File: config.mk
export PLATFORM = sky130hd
export DESIGN_NAME = palette_fade_lut
export DESIGN_NICKNAME = d
export VERILOG_FILES = /design/src/rtl/palette_fade_lut.sv
export SDC_FILE = /design/constraint.sdc
export NUM_CORES = 1
export LEC_CHECK = 0
export BUFFER_PORTS_ARGS = -buffer_cell sky130_fd_sc_hd__buf_2
export CAP_MARGIN = 10
export CORE_MARGIN = 4
export CORE_UTILIZATION = 65
export CTS_CLUSTER_SIZE = 40
export DETAILED_ROUTE_END_ITERATION = 7
export PLACE_DENSITY = 0.83
export SLEW_MARGIN = 20
export SYNTH_ARGS = -nofsm -noshare
export SYNTH_HDL_FRONTEND = slang
export SYNTH_SLANG_ARGS = --single-unit
File: constraint.sdc
create_clock -name clk -period 5.1 [get_ports clk]
set_input_delay 0.51 -clock clk [delete_from_list [all_inputs] [get_ports clk]]
set_output_delay 0.51 -clock clk [all_outputs]
set_load 0.01 [all_outputs]
File: src/rtl/palette_fade_lut.sv
// palette_fade_lut: programmable palette lookup with a 2-stage brightness-scaled pixel path and a frame-synchronous fade FSM.
// Optional index-0 transparency flag enabled by defining PALETTE_TRANSPARENT_EN.
module palette_fade_lut #(
  parameter int INDEX_W    = 4,
  parameter int COLOR_W    = 4,
  parameter int LEVEL_STEP = 1
) (
  input  logic                 clk,
  input  logic                 rst_n,
  input  logic                 pix_valid,
  input  logic [INDEX_W-1:0]   index,
  input  logic                 wr_en,
  input  logic [INDEX_W-1:0]   wr_addr,
  input  logic [3*COLOR_W-1:0] wr_data,
  input  logic                 frame_tick,
  input  logic                 fade_start,
  input  logic                 fade_dir,
  output logic [COLOR_W-1:0]   red,
  output logic [COLOR_W-1:0]   green,
  output logic [COLOR_W-1:0]   blue,
  output logic                 out_valid,
  output logic                 transparent,
  output logic                 fade_busy,
  output logic                 fade_done
);
  localparam int DEPTH = 2**INDEX_W;
  localparam logic [COLOR_W:0] MAX = (COLOR_W+1)'(2**COLOR_W);
  localparam logic [1:0] IDLE = 2'd0, FADE_IN = 2'd1, FADE_OUT = 2'd2;
  logic [3*COLOR_W-1:0] pal [DEPTH];
  logic [3*COLOR_W-1:0] rd;
  logic                 v1;
  logic [COLOR_W:0]     level, lvl_up, lvl_dn;
  logic [1:0]           state;
  function automatic logic [COLOR_W-1:0] scale(input logic [COLOR_W-1:0] c, input logic [COLOR_W:0] l);
    logic [2*COLOR_W:0] p;
    p = (2*COLOR_W+1)'(c) * (2*COLOR_W+1)'(l);
    return p[2*COLOR_W-1:COLOR_W];
  endfunction
  always_ff @(posedge clk or negedge rst_n)
    if (!rst_n)
      for (int i = 0; i < DEPTH; i++) pal[i] <= {COLOR_W'(i), {(2*COLOR_W){1'b0}}};
    else if (wr_en)
      pal[wr_addr] <= wr_data;
  // stage 1 reads before the same-edge write lands, giving read-before-write
  always_ff @(posedge clk or negedge rst_n)
    if (!rst_n) begin
      rd        <= '0;
      v1        <= 1'b0;
      out_valid <= 1'b0;
      red       <= '0;
      green     <= '0;
      blue      <= '0;
    end else begin
      rd        <= pal[index];
      v1        <= pix_valid;
      out_valid <= v1;
      if (v1) begin
        red   <= scale(rd[3*COLOR_W-1:2*COLOR_W], level);
        green <= scale(rd[2*COLOR_W-1:COLOR_W], level);
        blue  <= scale(rd[COLOR_W-1:0], level);
      end
    end
  // saturating steps compared before adding/subtracting so no width can wrap
  assign lvl_up = (32'(MAX) - 32'(level) <= 32'(LEVEL_STEP)) ? MAX : level + (COLOR_W+1)'(LEVEL_STEP);
  assign lvl_dn = (32'(level) <= 32'(LEVEL_STEP)) ? '0 : level - (COLOR_W+1)'(LEVEL_STEP);
  always_ff @(posedge clk or negedge rst_n)
    if (!rst_n) begin
      state     <= IDLE;
      level     <= MAX;
      fade_done <= 1'b0;
    end else begin
      fade_done <= 1'b0;
      if (fade_start)
        state <= fade_dir ? FADE_IN : FADE_OUT;
      else if (frame_tick && state == FADE_IN) begin
        level <= lvl_up;
        if (lvl_up == MAX) begin
          state     <= IDLE;
          fade_done <= 1'b1;
        end
      end else if (frame_tick && state == FADE_OUT) begin
        level <= lvl_dn;
        if (lvl_dn == '0) begin
          state     <= IDLE;
          fade_done <= 1'b1;
        end
      end
    end
  assign fade_busy = state != IDLE;
`ifdef PALETTE_TRANSPARENT_EN
  logic z1;
  always_ff @(posedge clk or negedge rst_n)
    if (!rst_n) begin
      z1          <= 1'b0;
      transparent <= 1'b0;
    end else begin
      z1          <= index == '0;
      transparent <= v1 && z1;
    end
`else
  assign transparent = 1'b0;
`endif
endmodule
# Word level (Yosys, flattened, before mapping)
# Cells that the tools add are included.
# totals
register_bits	226
input_bits	27
output_inout_bits	16
elab_cells	74
# op_classes
addsub	3
multipliers	3
n_lt_le_gt_ge	5
n_eq_ne	4
mux	21
n_bitwise	3
reduce_logical	10
# op_table
op	count
192-bit bitwise mux	1
12-bit binary-select mux with 4-bit select	1
12-bit demux with 4-bit select	1
12-bit 2-to-1 mux	3
32-bit by 1-bit less-or-equal comparator with 1-bit output (second input constant)	1
4-bit by 5-bit multiplier with 8-bit output	3
5-bit 2-to-1 mux	4
2-bit 2-to-1 mux	6
5-bit greater-or-equal comparator (second input constant)	2
4-bit NOT with 5-bit output	2
3-bit nonzero test	2
5-bit by 5-bit subtractor with 6-bit output (first input constant)	1
5-bit by 1-bit adder with 5-bit output (second input constant)	1
5-bit equality test (second input constant)	1
5-bit by 1-bit less-or-equal comparator with 1-bit output (second input constant)	1
5-bit zero test	1
5-bit by 1-bit less-than comparator with 1-bit output (second input constant)	1
1-bit 2-to-1 mux	5
5-bit by 1-bit subtractor with 5-bit output (second input constant)	1
2-bit nonzero test	2
1-bit logical AND	3
3-bit by 2-bit != test with 1-bit output (second input constant)	1
3-bit AND reduction	1
2-bit by 1-bit equality test with 1-bit output (second input constant)	1
other kinds (3)	3

# Longest topological paths before layout
# Gate-level depths: netlist (run 1).
# depth
depth_word	7
depth_mapped	13

# Worst setup path before layout (run 1)
# Ideal clock, no wire load.
# synth_timing
path_kind	register to register
from	register level[2]
to	register blue[1]
setup_time_ns	0.125
arrival_ns	3.190
required_ns	4.975
path_slack_ns	1.785
stages_incl_launch_ff	14
path_buffers	3
period_less_slack_ns	3.315
cell_sequence	dfrtp_1 -> buf_2 -> buf_1 -> clkbuf_1 -> nand2_1 -> fa_1 -> fa_1 -> inv_1 -> ha_1 -> nand4_1 -> o21bai_1 -> a21oi_1 -> xnor2_1 -> mux2_2
# synth_via
elab_chain_len	1
# synth_rtl
element	line	text
start, declared	32	logic [COLOR_W:0] level, lvl_up, lvl_dn;
start signal, assigned	76	level <= lvl_up;
start signal, assigned	82	level <= lvl_dn;
4-bit by 5-bit multiplier with 8-bit output	36	p = (2*COLOR_W+1)'(c) * (2*COLOR_W+1)'(l);
end signal, assigned	60	blue <= scale(rd[COLOR_W-1:0], level);
end, declared	20	output logic [COLOR_W-1:0] blue,
# Every way passes these cells.
# A chain may end at the register's enable or synchronous reset.

# Worst setup path in the final report (run 1)
# layout_timing
from	register level[2]
to	register green[3]
# layout_via
elab_chain_len	1
# layout_rtl
element	line	text
4-bit by 5-bit multiplier with 8-bit output	36	
end signal, assigned	59	green <= scale(rd[2*COLOR_W-1:COLOR_W], level);
end, declared	19	output logic [COLOR_W-1:0] green,
# Every way passes these cells.

==> metrics, run 1 <==
GR Overflow Total 0; detailed placer's ending HPWL 15,600 µm; CTS tree built; number of global-route vias before repair 7,590; # DRC 0; Post-Route WL 24,700 µm; WL/cell 22.8 µm; post-route worst setup slack 1.59 ns; worst path buffer plus inverter count 1; # H-tree levels 1; RSZ-0062 raised after global routing false; Crit path top cell by count fa_1; Avg Inst Size Synth 14.2 µm²; Worst Setup End Kind flip-flop; worst hold path class in -> reg; CP Cell Sequence nand2_1 -> fa_1 -> inv_1 -> fa_1 -> ha_1 -> nand4_1 -> o2111ai_1 -> a21oi_1 -> xnor2_1 -> mux2i_1; Worst Skew 0.0186 ns; share of layout cells above drive strength 1 43.6%; period utilization 68.7%; number of flops mapped to enable cells by yosys 0; Final #Nets 910; final slew viol count 0; post-cts sizing count 0; power density of the placed cells 513 nW/µm²; GP Congestion 0.840; largest net degree at the start of global routing 142; Total GRT Usage 26.0%; FMAX 285 MHz; TritonCTS Buffers 24; CP Max Fanout 30; Crit path arrival time 3.89 ns; cell family with most CP delay adder cells; filler instances 1,093; IO Pins 43; Core Rows 48; full die area 20,000 µm²; Max-slew headroom 29.9%; Die Span Y 141 µm; fraction of registers with async set/reset 100%; DP Worst Slack 1.60 ns; library cells used by synthesis 51; Main synth FF type dfrtp_1; worst slew pin tran 1.05 ns; Post-Syn Area 11,600 µm²; commonest cells in the netlist dfrtp_1, mux2_2, mux4_2; Area contributors post-synth dfrtp_1, mux2_2, mux4_2; antenna viol nets, final 0; Worst EP required 5.48 ns; Ys Warns 0; Final Util 73.2%; sequential share of the synthesized area 49.2%; I/O Buffers 41; R2R setup slack 1.59 ns; synthesized instance count 817; first-pass GRT wire length 40,800 µm; Final Setup Violations 0; later-pin clock latency in the skew report 0.53 ns; Hold Slack 0.107 ns; P_leak 5.51 nW; Starting DRT DRC Count 302; drt first pass iters 4; Hold Fails Final Rpt 0; Core ar. 17,400 µm²; Via density 6.34; Worst VDD drop 0.387 mV; Synth Net Count 890; Synth area leader dfrtp_1; P&R area growth vs syn 9.76%; initial antenna violation count 1; FF+latch count, synth 226; outcome finished, final reports clean; CTS Root Cell clkbuf_16; min Tclk post-route 3.51 ns; top-count cell post-synth dfrtp_1; post-synth top area share 41.7%; Slowest cell on crit path dfrtp_1; setup TNS 0 ns; # clock sinks 226; Die Wd 141 µm; Via Count 6,848; critical path class reg -> reg; Startpoint Class flip-flop; worst-case clock buffer depth 3; CP max stage delay 0.90 ns; Worst-path clk slew 0.07 ns; Starting Density 66.7%; maxcap violations 0
## cells in the final DEF, fill, tap and decap left out, types with 7 or more instances in the layout
cell / instances
a21oi_1: 11
nand4_1: 7
nor2_2: 7
mux4_2: 59
clkbuf_16: 24
and2_1: 25
nand2b_1: 7
buf_2: 39
dfrtp_1: 193
nand2_1: 38
mux2_2: 184
dfstp_2: 33
inv_1: 37
ha_1: 31
xnor2_1: 20
nor2_1: 9
mux2i_1: 10
mux2_1: 12
fa_1: 15
## worst paths after layout
check	startpoint	end	cells after the start
worst max-delay path	level[2]	green[3]	10
worst min-delay path	pix_valid	v1	1
worst max register to register	level[2]	green[3]	10
worst min register to register	pal[92]	pal[92]	1
max in group asynchronous	rst_n	level[4]	4
min in group asynchronous	rst_n	green[3]	2
## layout make-up
type,instances,area (µm²),area share [%]
sequential,226,5700,44.8
tap,225,282,2.22
clock inverter,10,114,0.896
inverter,37,139,1.09
antenna,1,2.50,0.0197
multi-input combinational,500,5490,43.2
timing repair buffer,48,293,2.30
clock buffer,33,684,5.39
## routing by layer
layer	wire length, µm	GRT usage (%)	vias up	share of wire, %
met3	1070	3.91	60	4.3
met1	9670	33.0	3601	39
met2	13200	46.3	205	53
met4	760	8.59	0	3.1
met5	0	0	-	0
li1	-	-	2982	-
## per-stage QoR
step	total power, mW	cells	cell area, µm²
after CTS	6.55	1077	12700
after detailed placement	4.80	1034	11900
final	6.51	1080	12700
after global placement	4.60	1034	11900
after global routing	6.94	1080	12700
after floorplan	4.24	817	11600
## what timing repair did
| item | 4_1_cts | 5_1_grt |
|---|---|---|
| setup buffers | 0 | 0 |
| hold buffers | 0 | 1 |
| endpoints found under the hold margin | 0 | 34 |
## power breakdown
group	internal (mW)	switching, mW	leakage, nW	total, mW
clock network	1.00	0.724	0.391	1.73
registers	2.30	0.380	2.71	2.68
logic	1.12	0.980	2.41	2.10
## registers in the layout, indices dropped and copies added, names as in the netlist
name / flops
green: 4
level: 5
blue: 4
pal: 192
rd: 12
fade_done: 1
state: 2
out_valid: 1
red: 4
v1: 1
## kinds of logic (layout without fill, tap and decap cells)
logic type	count (synthesis)	count (layout)	synth area share [%]
DFF	226	226	49.2
muxes	266	266	31.6
adders and majority gates	46	46	5.95
and+or+nand+nor	124	124	5.64
buffers and inverters	91	128	3.49
other	1	2	0.0324
xor gates and xnor gates	23	23	1.74
AOI/OAI and AO/OA	40	40	2.27
## worst reg2reg max path, delay by kind of cell (launching register included)
kind	cells	cell delay, ns
compound gates	2	0.47
simple gates	2	0.32
buf+inv	1	0.06
xor+xnor	1	0.16
mux	1	0.09
flops	1	0.90
fa+ha+maj	3	1.39
No activity file was read; power rests on OpenSTA's default activity.
==> inputs of run 2 (changes only) <==
--- a/config.mk
+++ b/config.mk
@@ -8,10 +8,10 @@
 export BUFFER_PORTS_ARGS = -buffer_cell sky130_fd_sc_hd__buf_2
 export CAP_MARGIN = 10
 export CORE_MARGIN = 4
-export CORE_UTILIZATION = 65
+export CORE_UTILIZATION = 62
 export CTS_CLUSTER_SIZE = 40
 export DETAILED_ROUTE_END_ITERATION = 7
-export PLACE_DENSITY = 0.83
+export PLACE_DENSITY = 0.8
 export SLEW_MARGIN = 20
 export SYNTH_ARGS = -nofsm -noshare
 export SYNTH_HDL_FRONTEND = slang
==> constraint.sdc (replaced) <==
create_clock -name clk -period 3.6 [get_ports clk]
set_input_delay 0.36 -clock clk [delete_from_list [all_inputs] [get_ports clk]]
set_output_delay 0.36 -clock clk [all_outputs]
set_load 0.01 [all_outputs]
==> metrics, run 2 (synthesized netlist as in run 1, its figures left out) <==
maxcap violations 0 (unchanged); period utilization 88.0% (was 68.7%); setup bufs post-CTS 0 (unchanged); FMAX 316 MHz (was 285 MHz); P&R area growth vs syn 10.5% (was 9.76%); power density of the placed cells 727 nW/µm² (was 513 nW/µm²); # DRC 0 (unchanged); Worst EP required 4.00 ns (was 5.48 ns); filler instances 1,177 (was 1,093); R2R setup slack 0.43 ns (was 1.59 ns); worst path buffer plus inverter count 1 (unchanged); most frequent cells in the layout dfrtp_1, mux2_2, mux4_2, buf_2, nand2_1 (unchanged); post-cts sizing count 0 (unchanged); largest net degree at the start of global routing 99 (was 142); Die Wd 145 µm (was 141 µm); Via Count 6,805 (was 6,848); outcome finished, final reports clean (unchanged); min Tclk post-route 3.17 ns (was 3.51 ns); Starting DRT DRC Count 381 (was 302); Worst R2R Start level[1] (was level[2]); CP Cell Sequence nand2_1 -> fa_1 -> fa_1 -> inv_1 -> ha_1 -> nand4_1 -> o21bai_1 -> a21oi_1 -> xnor2_1 -> mux2_2 (was nand2_1 -> fa_1 -> inv_1 -> fa_1 -> ha_1 -> nand4_1 -> o2111ai_1 -> a21oi_1 -> xnor2_1 -> mux2i_1); commonest non-fill, non-tap cell in the layout dfrtp_1 (unchanged); Worst Hold Launch fade_dir (was pix_valid); Hold Path Cell Cnt 2 (was 1); worst slew pin tran 1.06 ns (was 1.05 ns); cell family with most CP delay adder cells (unchanged); FF-to-FF End blue[1] (was green[3]); Seq. cell area 5700 µm² (unchanged); Worst Skew 0.0108 ns (was 0.0186 ns); Crit path arrival time 3.57 ns (was 3.89 ns); share of layout cells above drive strength 1 43.3% (was 43.6%); I/O Buffers 41 (unchanged); setup TNS 0 ns (unchanged); Core Rows 49 (was 48); Worst VDD drop 0.487 mV (was 0.387 mV); Final Setup Violations 0 (unchanged); drt first pass iters 5 (was 4); Worst Setup End Kind flip-flop (unchanged); final slew viol count 0 (unchanged); detailed placer's ending HPWL 15,900 µm (was 15,600 µm); Die Span Y 145 µm (was 141 µm); IO Pins 43 (unchanged); CTS tree built (unchanged); post-route worst setup slack 0.430 ns (was 1.59 ns); Final #Nets 921 (was 910); Core ar. 18,100 µm² (was 17,400 µm²); RSZ-0062 raised after global routing false (unchanged); TritonCTS Buffers 25 (was 24); worst hold endpoint state[1] (was v1); R2R cell count 10 (unchanged); Max-slew headroom 29.0% (was 29.9%); antenna viol nets, final 0 (unchanged); Post-Route WL 24,800 µm (was 24,700 µm); Worst-path clk slew 0.06 ns (was 0.07 ns); Largest regs pal: 192 flops, rd: 12 flops, level: 5 flops (unchanged); max FFs per register 192 (unchanged); Slowest cell on crit path dfrtp_1 (unchanged); GR Overflow Total 0 (unchanged); # clock sinks 226 (unchanged); WL/cell 22.7 µm (was 22.8 µm); worst hold path class in -> reg (unchanged); Starting Density 63.8% (was 66.7%); CTS Root Cell clkbuf_16 (unchanged); full die area 20,900 µm² (was 20,000 µm²); Startpoint Class flip-flop (unchanged); n_diodes 0 (was 1); critical path class reg -> reg (unchanged); Top reg by flops pal (unchanged); GP Congestion 0.886 (was 0.840); later-pin clock latency in the skew report 0.53 ns (about the same); DP Worst Slack 0.475 ns (was 1.60 ns); Total GRT Usage 25.1% (was 26.0%); P_leak 5.57 nW (was 5.51 nW); Hold Fails Final Rpt 0 (unchanged); CP max stage delay 0.60 ns (was 0.90 ns); number of global-route vias before repair 7,433 (was 7,590); worst-case clock buffer depth 3 (unchanged); multi-input logic area 5480 µm² (was 5490 µm²); Via density 6.21 (was 6.34); first-pass GRT wire length 40,200 µm (was 40,800 µm); initial antenna violation count 2 (was 1); CP Max Fanout 13 (was 30); Crit path top cell by count fa_1 (unchanged); # H-tree levels 1 (unchanged)
## run 2: timing repair
action,4_1_cts,5_1_grt
endpoints found under the setup margin,0,0
hold buffers,2,0
endpoints found under the hold margin,72,0
## run 2: stage by stage
step                util, %  area (µm²)  power [mW]  std cells  hold slack, ns
global route           70.4       12800        9.89       1095          0.0342
floorplan                 -       11600        6.01        817          0.0644
finish                 70.4       12800        9.29       1095          0.0355
detailed placement     65.9       12000        6.84       1048           0.473
global placement       65.9       12000        6.55       1048           0.467
CTS                    70.4       12800        9.34       1095          0.0169
## run 2: final cells by class
class	count	area share, %
sequential	226	44.6
multi-input combinational	500	42.9
clock buffer	42	6.02
timing repair buffer	58	2.91
tap	229	2.24
inverter	37	1.09
clock inverter	3	0.294
## run 2: worst max path at each step
stage	from	endpoint	slack [ns]	cells past startpoint
final	level[1]	blue[1]	0.43	10
after global routing	level[1]	red[3]	0.26	10
after CTS	level[1]	blue[1]	0.48	10
after detailed placement	level[1]	red[3]	0.48	10
after global placement	level[1]	red[3]	0.63	10
after floorplan	level[2]	blue[1]	0.28	13
## run 2: worst reg2reg max path, cell delays in order, from the launching register on
cell and delay, ns:
dfrtp_1 0.60, nand2_1 0.15, fa_1 0.51, fa_1 0.54, inv_1 0.04, ha_1 0.27
nand4_1 0.14, o21bai_1 0.25, a21oi_1 0.13, xnor2_1 0.15, mux2_2 0.27
## run 2: metal layers
metal	track usage [%]	part of all wire (%)
met1	32.0	40
met2	44.8	53
met3	3.70	4.1
met5	0	0.11
met4	7.17	2.7
## run 2: where the power goes
part | internal [mW] | switching (mW)
Sequential | 3.26 | 0.470
Clock | 1.46 | 1.00
Combinational | 1.62 | 1.48
==> inputs of run 3 (changes only) <==
--- a/config.mk
+++ b/config.mk
@@ -12,6 +12,7 @@
 export CTS_CLUSTER_SIZE = 40
 export DETAILED_ROUTE_END_ITERATION = 7
 export PLACE_DENSITY = 0.8
+export RECOVER_POWER = 50
 export SLEW_MARGIN = 20
 export SYNTH_ARGS = -nofsm -noshare
 export SYNTH_HDL_FRONTEND = slang
==> metrics, run 3 (synthesized netlist as in run 1, its figures left out) <==
most frequent cells in the layout dfrtp_1, mux2_2, mux4_2, nand2_1, inv_1 (was dfrtp_1, mux2_2, mux4_2, buf_2, nand2_1); largest net degree at the start of global routing 99 (unchanged); setup TNS 0 ns (unchanged); power share of the combinational group 33.2% (was 33.3%); Startpoint Class flip-flop (unchanged); Crit path arrival time 3.58 ns (was 3.57 ns); # clock sinks 226 (unchanged); first-pass GRT wire length 40,200 µm (unchanged); GP Congestion 0.886 (unchanged); Top reg by flops pal (unchanged); maxcap violations 1 (was 0); # DRC 0 (unchanged); switch share 31.9% (was 31.8%); detailed placer's ending HPWL 15,900 µm (unchanged); initial antenna violation count 2 (unchanged); Total GRT Usage 25.1% (unchanged); Worst VDD drop 0.486 mV (was 0.487 mV); sequential share of power 40.3% (was 40.2%); FMAX 315 MHz (was 316 MHz); number of global-route vias before repair 7,433 (unchanged); Net Sw Power 2.96 mW (was 2.95 mW); antenna viol nets, final 0 (unchanged); final design area excluding fillers 12,700 µm² (was 12,800 µm²); RSZ-0062 raised after global routing false (unchanged); worst-case clock buffer depth 3 (unchanged); Seq. cell area 5700 µm² (unchanged); Core ar. 18,100 µm² (unchanged); P_leak 5.49 nW (was 5.57 nW); n_diodes 0 (unchanged); Die Span Y 145 µm (unchanged); outcome finished with violations (was finished, final reports clean); Core Rows 49 (unchanged); Die Wd 145 µm (unchanged); area post-placement 12,000 µm² (unchanged); worst slew pin tran 2.47 ns (was 1.06 ns); commonest non-fill, non-tap cell in the layout dfrtp_1 (unchanged); Final #Nets 921 (unchanged); worst hold path class in -> reg (unchanged); Final Total Pwr 9.28 mW (was 9.29 mW); Post-Route WL 24,900 µm (was 24,800 µm); Worst Skew 0.0106 ns (was 0.0108 ns); failing checks capacitance limit, slew limit; Final Util 70.2% (was 70.4%); later-pin clock latency in the skew report 0.53 ns (about the same); Final Setup Violations 0 (unchanged); Largest regs pal: 192 flops, rd: 12 flops, level: 5 flops (unchanged); GR Overflow Total 0 (unchanged); TritonCTS Buffers 25 (unchanged); CTS Root Cell clkbuf_16 (unchanged); Via Count 6,769 (was 6,805); Hold Fails Final Rpt 0 (unchanged); DP Worst Slack 0.475 ns (unchanged); P&R area growth vs syn 10.1% (was 10.5%); CTS tree built (unchanged); Int Pwr 6.32 mW (was 6.34 mW); critical path class reg -> reg (unchanged); Worst-path clk slew 0.06 ns (about the same); setup bufs post-CTS 0 (unchanged); multi-input logic area 5480 µm² (unchanged); Worst EP required 4.00 ns (about the same); drt first pass iters 4 (was 5); power density of the placed cells 728 nW/µm² (was 727 nW/µm²); min Tclk post-route 3.18 ns (was 3.17 ns); # H-tree levels 1 (unchanged); share of layout cells above drive strength 1 40.8% (was 43.3%); Max-slew headroom -64.5% (was 29.0%); post-route worst setup slack 0.424 ns (was 0.430 ns); full die area 20,900 µm² (unchanged); I/O Buffers 41 (unchanged); Clock Power Share 26.5% (about the same); Via density 6.18 (was 6.21); final slew viol count 98 (was 0); WL/cell 22.7 µm (about the same); max FFs per register 192 (unchanged); Worst Setup End Kind flip-flop (unchanged); filler instances 1,191 (was 1,177); IO Pins 43 (unchanged); Starting Density 63.8% (unchanged); CP Max Fanout 13 (unchanged); R2R setup slack 0.42 ns (was 0.43 ns); period utilization 88.2% (was 88.0%); Starting DRT DRC Count 369 (was 381)
run 3: changes by cell type in the layout (fill, tap and decap cells not counted):
| cell | before | now |
|---|---|---|
| clkbuf_2 | 0 | 1 |
| clkbuf_1 | 9 | 30 |
| buf_4 | 13 | 8 |
| mux2_2 | 184 | 183 |
| mux2_1 | 12 | 13 |
| clkbuf_8 | 9 | 8 |
| buf_2 | 40 | 24 |
run 3: routing by layer:
metal | routed length [µm] | part of all wire (%) | global-route usage, %
met2 | 13300 | 53 | 44.8
met4 | 671 | 2.7 | 7.17
met5 | 27 | 0.11 | 0
met1 | 9900 | 40 | 32.0
met3 | 1010 | 4.1 | 3.70
run 3: what timing repair did:
item | 4_1_cts | 5_1_grt
endpoints found under the hold margin | 72 | 0
resized for setup | 0 | 0
hold buffers | 2 | 0
run 3: worst paths after layout:
kind | startpoint | end | cells after the start
max | level[1] | blue[1] | 10
min | fade_dir | state[1] | 2
max reg2reg | level[1] | blue[1] | 10
min reg2reg | pal[90] | pal[90] | 1
max in group asynchronous | rst_n | pal[21] | 3
min in group asynchronous | rst_n | red[2] | 2
run 3: cell type report:
type / instances / area share, %
sequential: 226 / 44.7
timing repair buffer: 58 / 2.54
inverter: 37 / 1.09
tap: 229 / 2.25
clock inverter: 3 / 0.295
multi-input combinational: 500 / 43.1
clock buffer: 42 / 6.04
run 3: stage by stage:
| stage | std cells | hold WS, ns |
|---|---|---|
| 2_1_floorplan | 817 | 0.0644 |
| 6_report | 1095 | 0.0355 |
| 3_3_place_gp | 1048 | 0.467 |
| 4_1_cts | 1095 | 0.0169 |
| 3_5_place_dp | 1048 | 0.473 |
| 5_1_grt | 1095 | 0.0342 |
run 3: power groups by stage:
stage	clock, mW	sequential, mW	combinational (mW)
after floorplan	0	3.57	2.44
after global placement	0	3.68	2.87
after detailed placement	0	3.76	3.08
after CTS	2.50	3.72	3.12
after global routing	2.62	3.82	3.43
final	2.46	3.74	3.08
run 3: critical path: stages, from the launching register on:
cell      delay [ns]
dfrtp_1         0.60
nand2_1         0.15
fa_1            0.51
fa_1            0.54
inv_1           0.04
ha_1            0.26
nand4_1         0.14
o21bai_1        0.25
a21oi_1         0.13
xnor2_1         0.15
mux2_2          0.27
